## config.mk

```make
export PLATFORM = sky130hd
export DESIGN_NAME = ft245_rx_packer
export DESIGN_NICKNAME = d
export VERILOG_FILES = /design/src/rtl/ft245_rx_packer.sv
export SDC_FILE = /design/constraint.sdc
export NUM_CORES = 1
export LEC_CHECK = 0
export BUFFER_PORTS_ARGS = -buffer_cell sky130_fd_sc_hd__buf_2
export CORE_MARGIN = 2
export CORE_UTILIZATION = 45
export CTS_BUF_LIST = sky130_fd_sc_hd__clkbuf_4 sky130_fd_sc_hd__clkbuf_8
export DETAILED_ROUTE_END_ITERATION = 6
export PLACE_DENSITY = 0.66
export SKIP_LAST_GASP = 1
export SLEW_MARGIN = 25
export SYNTH_ARGS = -nofsm -noshare
export SYNTH_HDL_FRONTEND = slang
export SYNTH_SLANG_ARGS = --single-unit
export TNS_END_PERCENT = 20
```

## constraint.sdc

```tcl
create_clock -name clk -period 3.3 [get_ports clk]
set_input_delay 0.33 -clock clk [delete_from_list [all_inputs] [get_ports clk]]
set_output_delay 0.33 -clock clk [all_outputs]
set_load 0.1 [all_outputs]
```

## src/rtl/ft245_rx_packer.sv

```systemverilog
// ft245_rx_packer: frames the byte stream from the FT245 sync-FIFO front end
// into host commands for the wishbone master handler.
// Frame layout, every field MSB first:
//   SYNC(1B) CMD(1B) LEN(3B, word count) ADDR(4B) then LEN x 32-bit words.
// The packer emits one command strobe per frame and then a valid/ready
// stream of data words. It also flags dropped bytes and stalled partial frames.
//
// Ports:
//   clk, rst_n      clock, asynchronous active-low reset
//   in_byte/in_valid/in_ready   byte stream in (in_ready is combinational)
//   cmd_stb         one-cycle pulse; cmd, cmd_len and cmd_addr are valid
//   cmd, cmd_len, cmd_addr      header fields, held until the next frame
//   data_valid/data_word/data_ready   word stream out
//   frame_done      pulse when the final word of a frame is accepted
//                   (or together with cmd_stb for an empty frame)
//   err_sync        pulse: a non-SYNC byte was dropped while idle
//   err_timeout     pulse: a partial frame was aborted after TIMEOUT idle cycles
module ft245_rx_packer #(
    parameter logic [7:0]  SYNC_BYTE = 8'hCD,
    parameter int unsigned TIMEOUT   = 1000
) (
    input  logic        clk,
    input  logic        rst_n,
    input  logic [7:0]  in_byte,
    input  logic        in_valid,
    output logic        in_ready,
    output logic        cmd_stb,
    output logic [7:0]  cmd,
    output logic [23:0] cmd_len,
    output logic [31:0] cmd_addr,
    output logic        data_valid,
    output logic [31:0] data_word,
    input  logic        data_ready,
    output logic        frame_done,
    output logic        err_sync,
    output logic        err_timeout
);

    localparam int unsigned TW = $clog2(TIMEOUT + 1);
    localparam logic [TW-1:0] TMO_LAST = TW'(TIMEOUT - 1);

    typedef enum logic [2:0] {
        S_IDLE = 3'd0,
        S_CMD  = 3'd1,
        S_LEN  = 3'd2,
        S_ADDR = 3'd3,
        S_DATA = 3'd4
    } state_e;

    state_e        state_q, state_d;
    logic [1:0]    byte_cnt_q, byte_cnt_d;
    logic [23:0]   word_cnt_q, word_cnt_d;
    logic [23:0]   stage_q, stage_d;
    logic [TW-1:0] timer_q, timer_d;
    logic          last_pend_q, last_pend_d;

    logic          cmd_stb_q, cmd_stb_d;
    logic [7:0]    cmd_q, cmd_d;
    logic [23:0]   cmd_len_q, cmd_len_d;
    logic [31:0]   cmd_addr_q, cmd_addr_d;
    logic          data_valid_q, data_valid_d;
    logic [31:0]   data_word_q, data_word_d;
    logic          frame_done_q, frame_done_d;
    logic          err_sync_q, err_sync_d;
    logic          err_timeout_q, err_timeout_d;

    logic xfer, take, stall, tmo_hit, hdr_done, word_load;

    // Handshake qualifiers shared by the next-state and output logic
    assign in_ready  = ~data_valid_q | data_ready;
    assign xfer      = in_valid & in_ready;
    assign take      = data_valid_q & data_ready;
    assign stall     = data_valid_q & ~data_ready;
    // A consumer stall freezes the timer, so it can never cause an abort
    assign tmo_hit   = (state_q != S_IDLE) & ~xfer & ~stall & (timer_q == TMO_LAST);
    assign hdr_done  = xfer & (state_q == S_ADDR) & (byte_cnt_q == 2'd3);
    assign word_load = xfer & (state_q == S_DATA) & (byte_cnt_q == 2'd3);

    // State register
    always_ff @(posedge clk or negedge rst_n) begin
        if (!rst_n) begin
            state_q <= S_IDLE;
        end else begin
            state_q <= state_d;
        end
    end

    // Next-state logic
    always_comb begin
        state_d = state_q;
        if (tmo_hit) begin
            state_d = S_IDLE;
        end else if (xfer) begin
            case (state_q)
                S_IDLE: if (in_byte == SYNC_BYTE) state_d = S_CMD;
                S_CMD:  state_d = S_LEN;
                S_LEN:  if (byte_cnt_q == 2'd2) state_d = S_ADDR;
                S_ADDR: if (byte_cnt_q == 2'd3) state_d = (cmd_len_q == 24'd0) ? S_IDLE : S_DATA;
                // Leave as soon as the final word is loaded; its acceptance is
                // tracked by last_pend and no byte can pass while it is unread.
                S_DATA: if (byte_cnt_q == 2'd3 && word_cnt_q == 24'd1) state_d = S_IDLE;
                default: state_d = S_IDLE;
            endcase
        end
    end

    // Output and datapath next values
    always_comb begin
        byte_cnt_d    = byte_cnt_q;
        word_cnt_d    = word_cnt_q;
        stage_d       = stage_q;
        timer_d       = timer_q;
        last_pend_d   = last_pend_q;
        cmd_d         = cmd_q;
        cmd_len_d     = cmd_len_q;
        cmd_addr_d    = cmd_addr_q;
        data_valid_d  = data_valid_q;
        data_word_d   = data_word_q;
        cmd_stb_d     = 1'b0;
        frame_done_d  = 1'b0;
        err_sync_d    = 1'b0;
        err_timeout_d = 1'b0;

        // Idle-cycle timer for partial frames
        if (state_q == S_IDLE || xfer || tmo_hit) begin
            timer_d = '0;
        end else if (!stall) begin
            timer_d = timer_q + TW'(1);
        end

        if (tmo_hit) begin
            byte_cnt_d    = 2'd0;
            err_timeout_d = 1'b1;
        end else if (xfer) begin
            case (state_q)
                S_IDLE: begin
                    byte_cnt_d = 2'd0;
                    if (in_byte != SYNC_BYTE) err_sync_d = 1'b1;
                end
                S_CMD: begin
                    cmd_d      = in_byte;
                    byte_cnt_d = 2'd0;
                end
                S_LEN: begin
                    cmd_len_d  = {cmd_len_q[15:0], in_byte};
                    byte_cnt_d = (byte_cnt_q == 2'd2) ? 2'd0 : byte_cnt_q + 2'd1;
                end
                S_ADDR: begin
                    cmd_addr_d = {cmd_addr_q[23:0], in_byte};
                    byte_cnt_d = byte_cnt_q + 2'd1;
                end
                S_DATA: begin
                    stage_d    = {stage_q[15:0], in_byte};
                    byte_cnt_d = byte_cnt_q + 2'd1;
                end
                default: byte_cnt_d = 2'd0;
            endcase
        end

        // Header complete: strobe the command, empty frames finish here
        if (hdr_done) begin
            cmd_stb_d  = 1'b1;
            word_cnt_d = cmd_len_q;
            if (cmd_len_q == 24'd0) frame_done_d = 1'b1;
        end

        // Consumer takes the presented word; a load in the same cycle wins
        if (take) begin
            data_valid_d = 1'b0;
            last_pend_d  = 1'b0;
            if (last_pend_q) frame_done_d = 1'b1;
        end

        if (word_load) begin
            data_word_d  = {stage_q, in_byte};
            data_valid_d = 1'b1;
            word_cnt_d   = word_cnt_q - 24'd1;
            if (word_cnt_q == 24'd1) last_pend_d = 1'b1;
        end
    end

    // Datapath and registered outputs
    always_ff @(posedge clk or negedge rst_n) begin
        if (!rst_n) begin
            byte_cnt_q    <= 2'd0;
            word_cnt_q    <= 24'd0;
            stage_q       <= 24'd0;
            timer_q       <= '0;
            last_pend_q   <= 1'b0;
            cmd_stb_q     <= 1'b0;
            cmd_q         <= 8'd0;
            cmd_len_q     <= 24'd0;
            cmd_addr_q    <= 32'd0;
            data_valid_q  <= 1'b0;
            data_word_q   <= 32'd0;
            frame_done_q  <= 1'b0;
            err_sync_q    <= 1'b0;
            err_timeout_q <= 1'b0;
        end else begin
            byte_cnt_q    <= byte_cnt_d;
            word_cnt_q    <= word_cnt_d;
            stage_q       <= stage_d;
            timer_q       <= timer_d;
            last_pend_q   <= last_pend_d;
            cmd_stb_q     <= cmd_stb_d;
            cmd_q         <= cmd_d;
            cmd_len_q     <= cmd_len_d;
            cmd_addr_q    <= cmd_addr_d;
            data_valid_q  <= data_valid_d;
            data_word_q   <= data_word_d;
            frame_done_q  <= frame_done_d;
            err_sync_q    <= err_sync_d;
            err_timeout_q <= err_timeout_d;
        end
    end

    assign cmd_stb     = cmd_stb_q;
    assign cmd         = cmd_q;
    assign cmd_len     = cmd_len_q;
    assign cmd_addr    = cmd_addr_q;
    assign data_valid  = data_valid_q;
    assign data_word   = data_word_q;
    assign frame_done  = frame_done_q;
    assign err_sync    = err_sync_q;
    assign err_timeout = err_timeout_q;

endmodule

```

== Word level (Yosys, flattened, before mapping) ==
Cells that the tools add are included.
Operators by class
  $add $sub $neg: 3
  eq/ne operators: 15
  multiplexer cells: 31
  bitwise operators: 16
  reduce and logical (&&, ||, !) cells: 15
Operator list (count)
  $mux 24: 2
  $eq 24x1->1 const B: 1
  $logic_not 24->1: 1
  $sub 24x1->24 const B: 1
  $mux 3: 7
  $mux 10: 2
  $mux 1: 15
  $pmux 3 s5: 1
  $reduce_and 3->1: 4
  $add 10x1->10 const B: 1
  $and 1x1->1: 10
  $eq 10x10->1 const B: 1
  $eq 8x8->1 const B: 1
  $ne 8x8->1 const B: 1
  $eq 3x2->1 const B: 2
  $mux 2: 3
  $ne 3x2->1 const B: 2
  $ne 3x3->1 const B: 2
  $reduce_bool 2->1: 3
  $not 1->1: 5
  $reduce_and 5->1: 1
  $eq 2x2->1 const B: 2
  $pmux 2 s2: 1
  $eq 3x1->1 const B: 1
  other kinds (9): 10
Word-level totals
  flip-flop bits (word level): 165
  input port bits: 12

== Longest topological paths before layout ==
Gate-level depths: netlist of run 1.
  depth after elaboration: 9
  gate-level depth with buffers: 9

== Least setup slack after synthesis of run 1 ==
Ideal clock, no wire load.
  path kind: register to register
  start point: reg data_valid_q (netlist: data_valid)
  end point: reg data_word_q[12] (netlist: data_word[12])
  library setup time: 0.068 ns
  arrival time: 2.855 ns
  data required time: 3.232 ns
  slack: 0.377 ns
  cell stages (with the launch flop): 10
  buffers on the path: 4
  cell sequence: dfrtp_1 nor2b_1 buf_2 clkinv_2 nand4_1 buf_2 buf_2 buf_1 nand2_1 nand2_1
On the way
  longest elaborated chain between the ends: 5
RTL lines
  start, declared: line 61  | logic data_valid_q, data_valid_d;
  start signal, assigned: line 209  | data_valid_q <= data_valid_d;
  $not 1->1: line 70  | assign in_ready = ~data_valid_q | data_ready;
  $or 1x1->1: line 70
  net in_ready: line 26  | output logic in_ready,
  $and 1x1->1: line 71  | assign xfer = in_valid & in_ready;
  $and 1x1->1 (2 in a row): line 77  | assign word_load = xfer & (state_q == S_DATA) & (byte_cnt_q == 2'd3);
  end signal, assigned: line 210  | data_word_q <= data_word_d;
  end, declared: line 62  | logic [31:0] data_word_q, data_word_d;
The timed path passes the listed nets, and every way through them passes these cells.
A chain may end at the register's enable or synchronous reset.

== Worst setup path after layout of run 1 ==
  start point: reg data_valid_q (netlist: data_valid)
  end point: reg word_cnt_q[11]
On the way
  longest elaborated chain between the ends: 6
RTL lines
  $not 1->1 *: line 70
  $or 1x1->1 *: line 70
  $and 1x1->1 *: line 71
  $and 1x1->1 (on tied branches) (2 in a row): line 77, 76
  $mux 24 or $reduce_bool 2->1 (tied branches)
  end signal, assigned: line 201  | word_cnt_q <= word_cnt_d;
  end, declared: line 52  | logic [23:0] word_cnt_q, word_cnt_d;
Mark *: on every way between the ends. The rest lies on a longest branch, timed or not.

==> results of run 1 <==
## kinds of logic after synthesis
family | Yosys count | share of synthesized area (%)
buffers and inverters | 37 | 2.224
and+or+nand+nor | 238 | 15.99
adders and majority gates | 7 | 1.245
muxes | 91 | 14.52
DFF | 165 | 58.71
AOI/OAI and AO/OA | 60 | 6.440
xor gates and xnor gates | 7 | 0.8717
## worst register-to-register path, cell delays in order, from the launching register on
cell and delay [ns]:
dfrtp_1 0.37, nor2b_1 0.46, clkinv_2 0.25, and2_1 0.25, nand2_1 0.07, buf_4 0.37, o22ai_1 0.14, a221o_1 0.36
## area by class of cell
cell class / instances / area [µm²]
flip-flops and latches: 165 / 4129
multi-input cells: 403 / 2748
clock inverters: 12 / 118.9
inverters: 10 / 38.79
fillers: 1343 / 7027
clock buffers: 20 / 269.0
repair buffers: 125 / 664.4
well taps: 211 / 264.0
## flip-flops by register name, summed over array words and instances, names as in the netlist
signal and flops:
cmd_addr 32, data_word 32, cmd_len 24, stage_q 24, word_cnt_q 24, timer_q 10, cmd 8, state_q 3
byte_cnt_q 2, cmd_stb 1, data_valid 1, err_sync 1, err_timeout 1, frame_done 1, last_pend_q 1
## worst max-delay path by stage
stage / end / slack (ns) / cells after the start
after floorplan: data_word[12]$_DFFE_PN0P_ / 0.38 / 9
after global placement: word_cnt_q[11]$_DFFE_PN0P_ / 0.95 / 8
after detailed placement: word_cnt_q[11]$_DFFE_PN0P_ / 0.85 / 8
after CTS: word_cnt_q[11]$_DFFE_PN0P_ / 0.90 / 7
after global routing: word_cnt_q[11]$_DFFE_PN0P_ / 0.69 / 7
final: word_cnt_q[11]$_DFFE_PN0P_ / 0.92 / 7
## per-stage QoR
step	utilization (%)	hold WS [ns]	cells	cell area, µm²	setup WS (ns)
global route	53.95	0.1615	946	8232	0.6891
floorplan	-	0.03441	605	7033	0.3767
CTS	53.95	0.1372	946	8232	0.9006
finish	53.95	0.1604	946	8232	0.9230
detailed placement	51.34	0.4158	913	7834	0.8541
global placement	51.34	0.4102	913	7834	0.9491
## per-layer routing
metal / share of wire [%] / up-vias / GRT usage [%]
li1: - / 2382 / -
met1: 46 / 2524 / 27.66
met2: 47 / 169 / 32.80
met3: 5.3 / 24 / 4.418
met4: 1.7 / 0 / 7.289
met5: 0 / - / 0
## placed cells by master, fill, tap and decap left out, drive strengths merged, types with 2 or more instances in the layout
cell type  count
dfrtp        165
nand2        124
buf          124
mux2          88
nor2          34
clkbuf        20
nor3          18
nor4          14
inv           13
nand3         11
nand4          8
a211oi         8
o21ai          8
ha             7
clkinv         7
a311oi         6
xor2           6
o211ai         5
a21oi          5
and4           4
o311ai         4
or4            4
and3           3
nand4b         3
o31ai          3
or3            3
o22ai          3
mux2i          3
a21o           3
nor3b          3
nand2b         2
or2            2
a22o           2
a221o          2
a221oi         2
o221ai         2
==> flow_metrics.env, run 1 <==
export IMPL_place_port_buffers=113
export IMPL_netlist_top_cells_count="165 x dfrtp_1, 124 x nand2_1, 88 x mux2_2"
export IMPL_synth_area_per_cell_um2=11.62
export IMPL_ys_ff_latch=165
export IMPL_reg2reg_from="data_valid$_DFFE_PN0P_"
export IMPL_postCtsHoldBufs=1
export IMPL_die_w_um=129.0
export IMPL_netlist_area_um2=7033
export IMPL_avgRoutedWirePerCell_um=16.86
export IMPL_status="finished clean"
export IMPL_ys_seq_area_share_pct=58.71
export IMPL_dp_hpwl_um=11090
export IMPL_start_util_pct=46.09
export IMPL_max_slew_margin_pct=49.23
export IMPL_die_area_um2=16640
export IMPL_synthDistinctLibCells=59
export IMPL_drt_wl_total_um=15950
export IMPL_htreeDepth=4
export IMPL_syn_to_final_growth_pct=17.04
export IMPL_synth_edf_count=0
export IMPL_max_stage_delay_ns=0.46
export IMPL_fmax_mhz=420.7
export IMPL_layout_nets=741
export IMPL_clkTransAtPathRegs_ns=0.09
export IMPL_worstHoldStart="in_byte[7]"
export IMPL_reg2regPathDepth=7
export IMPL_coreArea_um2=15260
export IMPL_synthArstFlopShare_pct=100.0
export IMPL_cts_repair_resized=0
export IMPL_hold_viol_final=0
export IMPL_postSynthCellCount=605
export IMPL_fin_setup_tns_ns=0
export IMPL_crit_required_ns=3.65
export IMPL_antenna_found_initial=0
export IMPL_worst_slew_pin_slew_ns=0.7547
export IMPL_cp_max_fo=33
export IMPL_cts_buffers=17
export IMPL_antenna_left=0
export IMPL_dr_pass1_iters=5
export IMPL_worstHoldPathType="input pin to register"
export IMPL_yosysTopAreaCellShare_pct=58.71
export IMPL_drt_iter0_markers=348
export IMPL_min_to="data_word[7]$_DFFE_PN0P_"
export IMPL_diodes=0
export IMPL_syn_nets=624
export IMPL_drive_gt1_share_pct=34.56
export IMPL_crit_arrival_ns=2.72
export IMPL_vias=5099
export IMPL_overflow=0
export IMPL_yosys_warnings=0
export IMPL_io_pins=114
export IMPL_cts_buffer_depth=2
export IMPL_finalCritPeriodShare_pct=72.03
export IMPL_rows=45
export IMPL_critPathTopFamily="simple AND/OR/NAND/NOR gates"
export IMPL_startpoint="data_valid$_DFFE_PN0P_"
export IMPL_critical_path_buf_inv_count=2
export IMPL_place_gp_congestion=0.8138
export IMPL_path_cells="nor2b_1, clkinv_2, and2_1, nand2_1, buf_4, o22ai_1, a221o_1"
export IMPL_setup_violations=0
export IMPL_timing_rr_end="word_cnt_q[11]$_DFFE_PN0P_"
export IMPL_cts_num_sinks=165
export IMPL_finClkSkew_ns=0.009313
export IMPL_crit_path_end_kind="register"
export IMPL_grt_max_degree=83
export IMPL_drv_slew=0
export IMPL_slowest_stage="nor2b_1"
export IMPL_ctsRootBufferMaster="clkbuf_8"
export IMPL_synth_area_leader_cell="dfrtp_1"
export IMPL_grtUsageTotal_pct=20.42
export IMPL_cts_tree="yes"
export IMPL_synth_area_top_cells="dfrtp_1 59%, mux2_2 14%, nand2_1 6.6%"
export IMPL_post_cts_repair_setup_buffers=0
export IMPL_fin_crit_ns=2.377
export IMPL_rrSetupSlack_ns=0.92
export IMPL_yosys_cell_count_top_type="dfrtp_1"
export IMPL_die_y_um=129.0
export IMPL_path_class="register to register"
export IMPL_via_per_inst=5.390
export IMPL_maxCapViolations=0
export IMPL_drc=0
export IMPL_grt_pass1_wl_um=26450
export IMPL_clk_latency_ns=0.46
export IMPL_whs_path_depth=3
export IMPL_startpoint_type="register"
export IMPL_synth_main_ff_cell="dfrtp_1"
export IMPL_rsz0062_at_grt="false"
export IMPL_grt_pass1_vias=5108
Power of run 1 is not shown: default switching activity piles up to over one toggle a cycle in this logic, so the estimate is an artifact.
==> inputs of run 2 (changes only) <==
ABC_AREA = 1   (was unset)
PLACE_DENSITY = 0.68   (was 0.66)
clock period = 2.1 ns   (was 3.3 ns; I/O delays follow)
==> run 2 against run 1 <==
Die area rose by 4.4%. Flip-flop and latch count did not move. Via count rose by 22%. Hold slack got worse by 0.11 ns. Clock skew rose by 0.0024 ns. Utilization rose by 0.53 points. Worst setup slack got worse by 0.61 ns. Routed wire length rose by 16%. Non-clock buffer count rose by 5. Critical path type unchanged. Largest cell class unchanged.
==> flow_metrics.env, run 2 <==
export IMPL_yosys_cell_count_top_type="nand2_1"
export IMPL_status="finished clean"
export IMPL_syn_to_final_growth_pct=18.08
export IMPL_path_cells="inv_1, ha_1, nand2_1, nor2_1, nand2_1, xor2_1, o21ai_1, o21ai_0"
export IMPL_p_leak_nw=4.508
export IMPL_drv_slew=0
export IMPL_io_pins=114
export IMPL_netlist_area_um2=7355
export IMPL_synth_area_leader_cell="dfrtp_1"
export IMPL_finalCritPeriodShare_pct=85.19
export IMPL_grt_pass1_wl_um=30920
export IMPL_hold_viol_final=0
export IMPL_drt_wl_total_um=18520
export IMPL_synthDistinctLibCells=33
export IMPL_vias=6206
export IMPL_grt_max_degree=58
export IMPL_postCtsHoldBufs=7
export IMPL_final_cell_mix="258 x nand2_1, 164 x dfrtp_1, 112 x buf_2, 108 x o21ai_0, 89 x inv_1"
export IMPL_synthArstFlopShare_pct=100.0
export IMPL_cts_repair_resized=0
export IMPL_drive_gt1_share_pct=17.28
export IMPL_synth_compound_area_share_pct=11.53
export IMPL_antenna_left=0
export IMPL_synthXorXnorAreaFrac_pct=1.429
export IMPL_drt_iter0_markers=484
export IMPL_synthSimpleGateAreaFrac_pct=22.47
export IMPL_via_per_inst=5.050
export IMPL_rsz0062_at_grt="false"
export IMPL_crit_arrival_ns=2.13
export IMPL_die_y_um=131.8
export IMPL_diodes=0
export IMPL_dr_pass1_iters=7
export IMPL_netlist_top_cells_count="259 x nand2_1, 165 x dfrtp_1, 108 x o21ai_0"
export IMPL_clk_latency_ns=0.46
export IMPL_grtUsageTotal_pct=22.33
export IMPL_max_stage_delay_ns=0.39
export IMPL_path_class="register to register"
export IMPL_place_gp_congestion=0.8619
export IMPL_ir_worst_vdd_mv=1.155
export IMPL_ys_ff_latch=165
export IMPL_antenna_found_initial=0
export IMPL_whs_ns=0.04909
export IMPL_fin_cells=1229
export IMPL_post_cts_repair_setup_buffers=0
export IMPL_synth_main_ff_cell="dfrtp_1"
export IMPL_yosysTopAreaCellShare_pct=56.14
export IMPL_syn_nets=903
export IMPL_coreArea_um2=15940
export IMPL_p_per_area_nw_per_um2=1676
export IMPL_regArea_um2=4130
export IMPL_synth_edf_count=0
export IMPL_worst_slew_pin_slew_ns=0.5458
export IMPL_multiInputGateArea_um2=2718
export IMPL_max_slew_margin_pct=63.50
export IMPL_overflow=0
export IMPL_placed_cells=1191
export IMPL_ys_seq_area_share_pct=56.14
export IMPL_slowest_stage="dfrtp_1"
export IMPL_fin_crit_ns=1.789
export IMPL_cts_buffer_depth=2
export IMPL_cp_max_fo=6
export IMPL_cts_num_sinks=165
export IMPL_setup_violations=0
export IMPL_crit_required_ns=2.44
export IMPL_rows=46
export IMPL_synth_area_top_cells="dfrtp_1 56%, nand2_1 13%, o21ai_0 7.3%"
export IMPL_cpMostUsedCell="nand2_1"
export IMPL_start_util_pct=46.13
export IMPL_maxCapViolations=0
export IMPL_die_w_um=131.8
export IMPL_fin_setup_tns_ns=0
export IMPL_synthMuxAreaShare_pct=0.1531
export IMPL_layout_nets=1020
export IMPL_ctsRootBufferMaster="clkbuf_8"
export IMPL_critical_path_buf_inv_count=1
export IMPL_synth_top_family_by_area="simple AND/OR/NAND/NOR gates"
export IMPL_die_area_um2=17380
export IMPL_postSynthCellCount=884
export IMPL_yosys_warnings=0
export IMPL_worstHoldPathType="input pin to register"
export IMPL_final_common_cell="nand2_1"
export IMPL_htreeDepth=4
export IMPL_cts_buffers=17
export IMPL_grt_pass1_vias=6063
export IMPL_avgRoutedWirePerCell_um=15.07
export IMPL_cts_tree="yes"
export IMPL_fmax_mhz=558.9
export IMPL_synthAdderAreaFrac_pct=1.191
export IMPL_clkTransAtPathRegs_ns=0.09
export IMPL_drc=0
export IMPL_startpoint_type="register"
export IMPL_fill_cells=1485
export IMPL_synth_area_per_cell_um2=8.320
export IMPL_finClkSkew_ns=0.01171
export IMPL_critPathTopFamily="simple AND/OR/NAND/NOR gates"
export IMPL_crit_path_end_kind="register"
export IMPL_dp_hpwl_um=13150
export IMPL_place_port_buffers=113
==> run 2: final timing paths <==
check,start,end,slack [ns],depth (start not counted)
setup / recovery,word_cnt_q[0]$_DFFE_PN0P_,word_cnt_q[12]$_DFFE_PN0P_,0.31,8
hold / removal,in_byte[7],cmd_addr[7]$_DFFE_PN0P_,0.05,3
setup reg to reg,word_cnt_q[0]$_DFFE_PN0P_,word_cnt_q[12]$_DFFE_PN0P_,0.31,8
hold reg to reg,cmd_addr[31]$_DFFE_PN0P_,cmd_addr[31]$_DFFE_PN0P_,0.48,2
max in group asynchronous,rst_n,timer_q[6]$_DFFE_PN0P_,1.25,3
min in group asynchronous,rst_n,cmd_addr[26]$_DFFE_PN0P_,0.25,2
==> run 2: cell families after synthesis <==
group / Yosys count
buf+inv: 129
xor+xnor: 12
flops: 165
mux: 1
fa+ha+maj: 7
simple gates: 406
compound gates: 164
==> run 2: final cells by class <==
cell class | count | share of cell area (%)
well taps | 216 | 3.112
multi-input cells | 590 | 31.29
clock buffers | 21 | 3.184
inverters | 97 | 4.221
clock inverters | 10 | 1.945
repair buffers | 130 | 8.688
flip-flops and latches | 165 | 47.56
==> run 2: worst reg2reg max path, stage by stage, from the launching register on <==
cell and delay (ns):
dfrtp_1 0.39, inv_1 0.11, ha_1 0.22, nand2_1 0.12
nor2_1 0.33, nand2_1 0.13, xor2_1 0.17, o21ai_1 0.12
o21ai_0 0.09
==> run 2: power breakdown <==
part,switching (mW),total [mW],internal (mW)
clock,1.18,2.57,1.39
combinational,5.94,7.04,1.10
sequential,0.792,4.94,4.15
==> run 2: stage by stage <==
step                area, µm²  setup slack (ns)  power [mW]  util (%)
global route             8685           0.07644       15.27     54.47
global placement         8169            0.4162       11.92     51.24
finish                   8685            0.3109       14.55     54.47
CTS                      8685            0.2975       14.63     54.47
detailed placement       8169            0.3117       12.02     51.24
floorplan                7361           0.04153       10.62         -
==> run 2: routing by layer <==
metal | track usage [%] | vias to the layer above | part of all wire (%)
li1 | - | 3037 | -
met1 | 29.26 | 2965 | 45
met2 | 36.59 | 174 | 48
met3 | 5.690 | 30 | 5.3
met4 | 7.126 | 0 | 1.8
met5 | 0 | - | 0
Power figures use the tool's default switching activity.
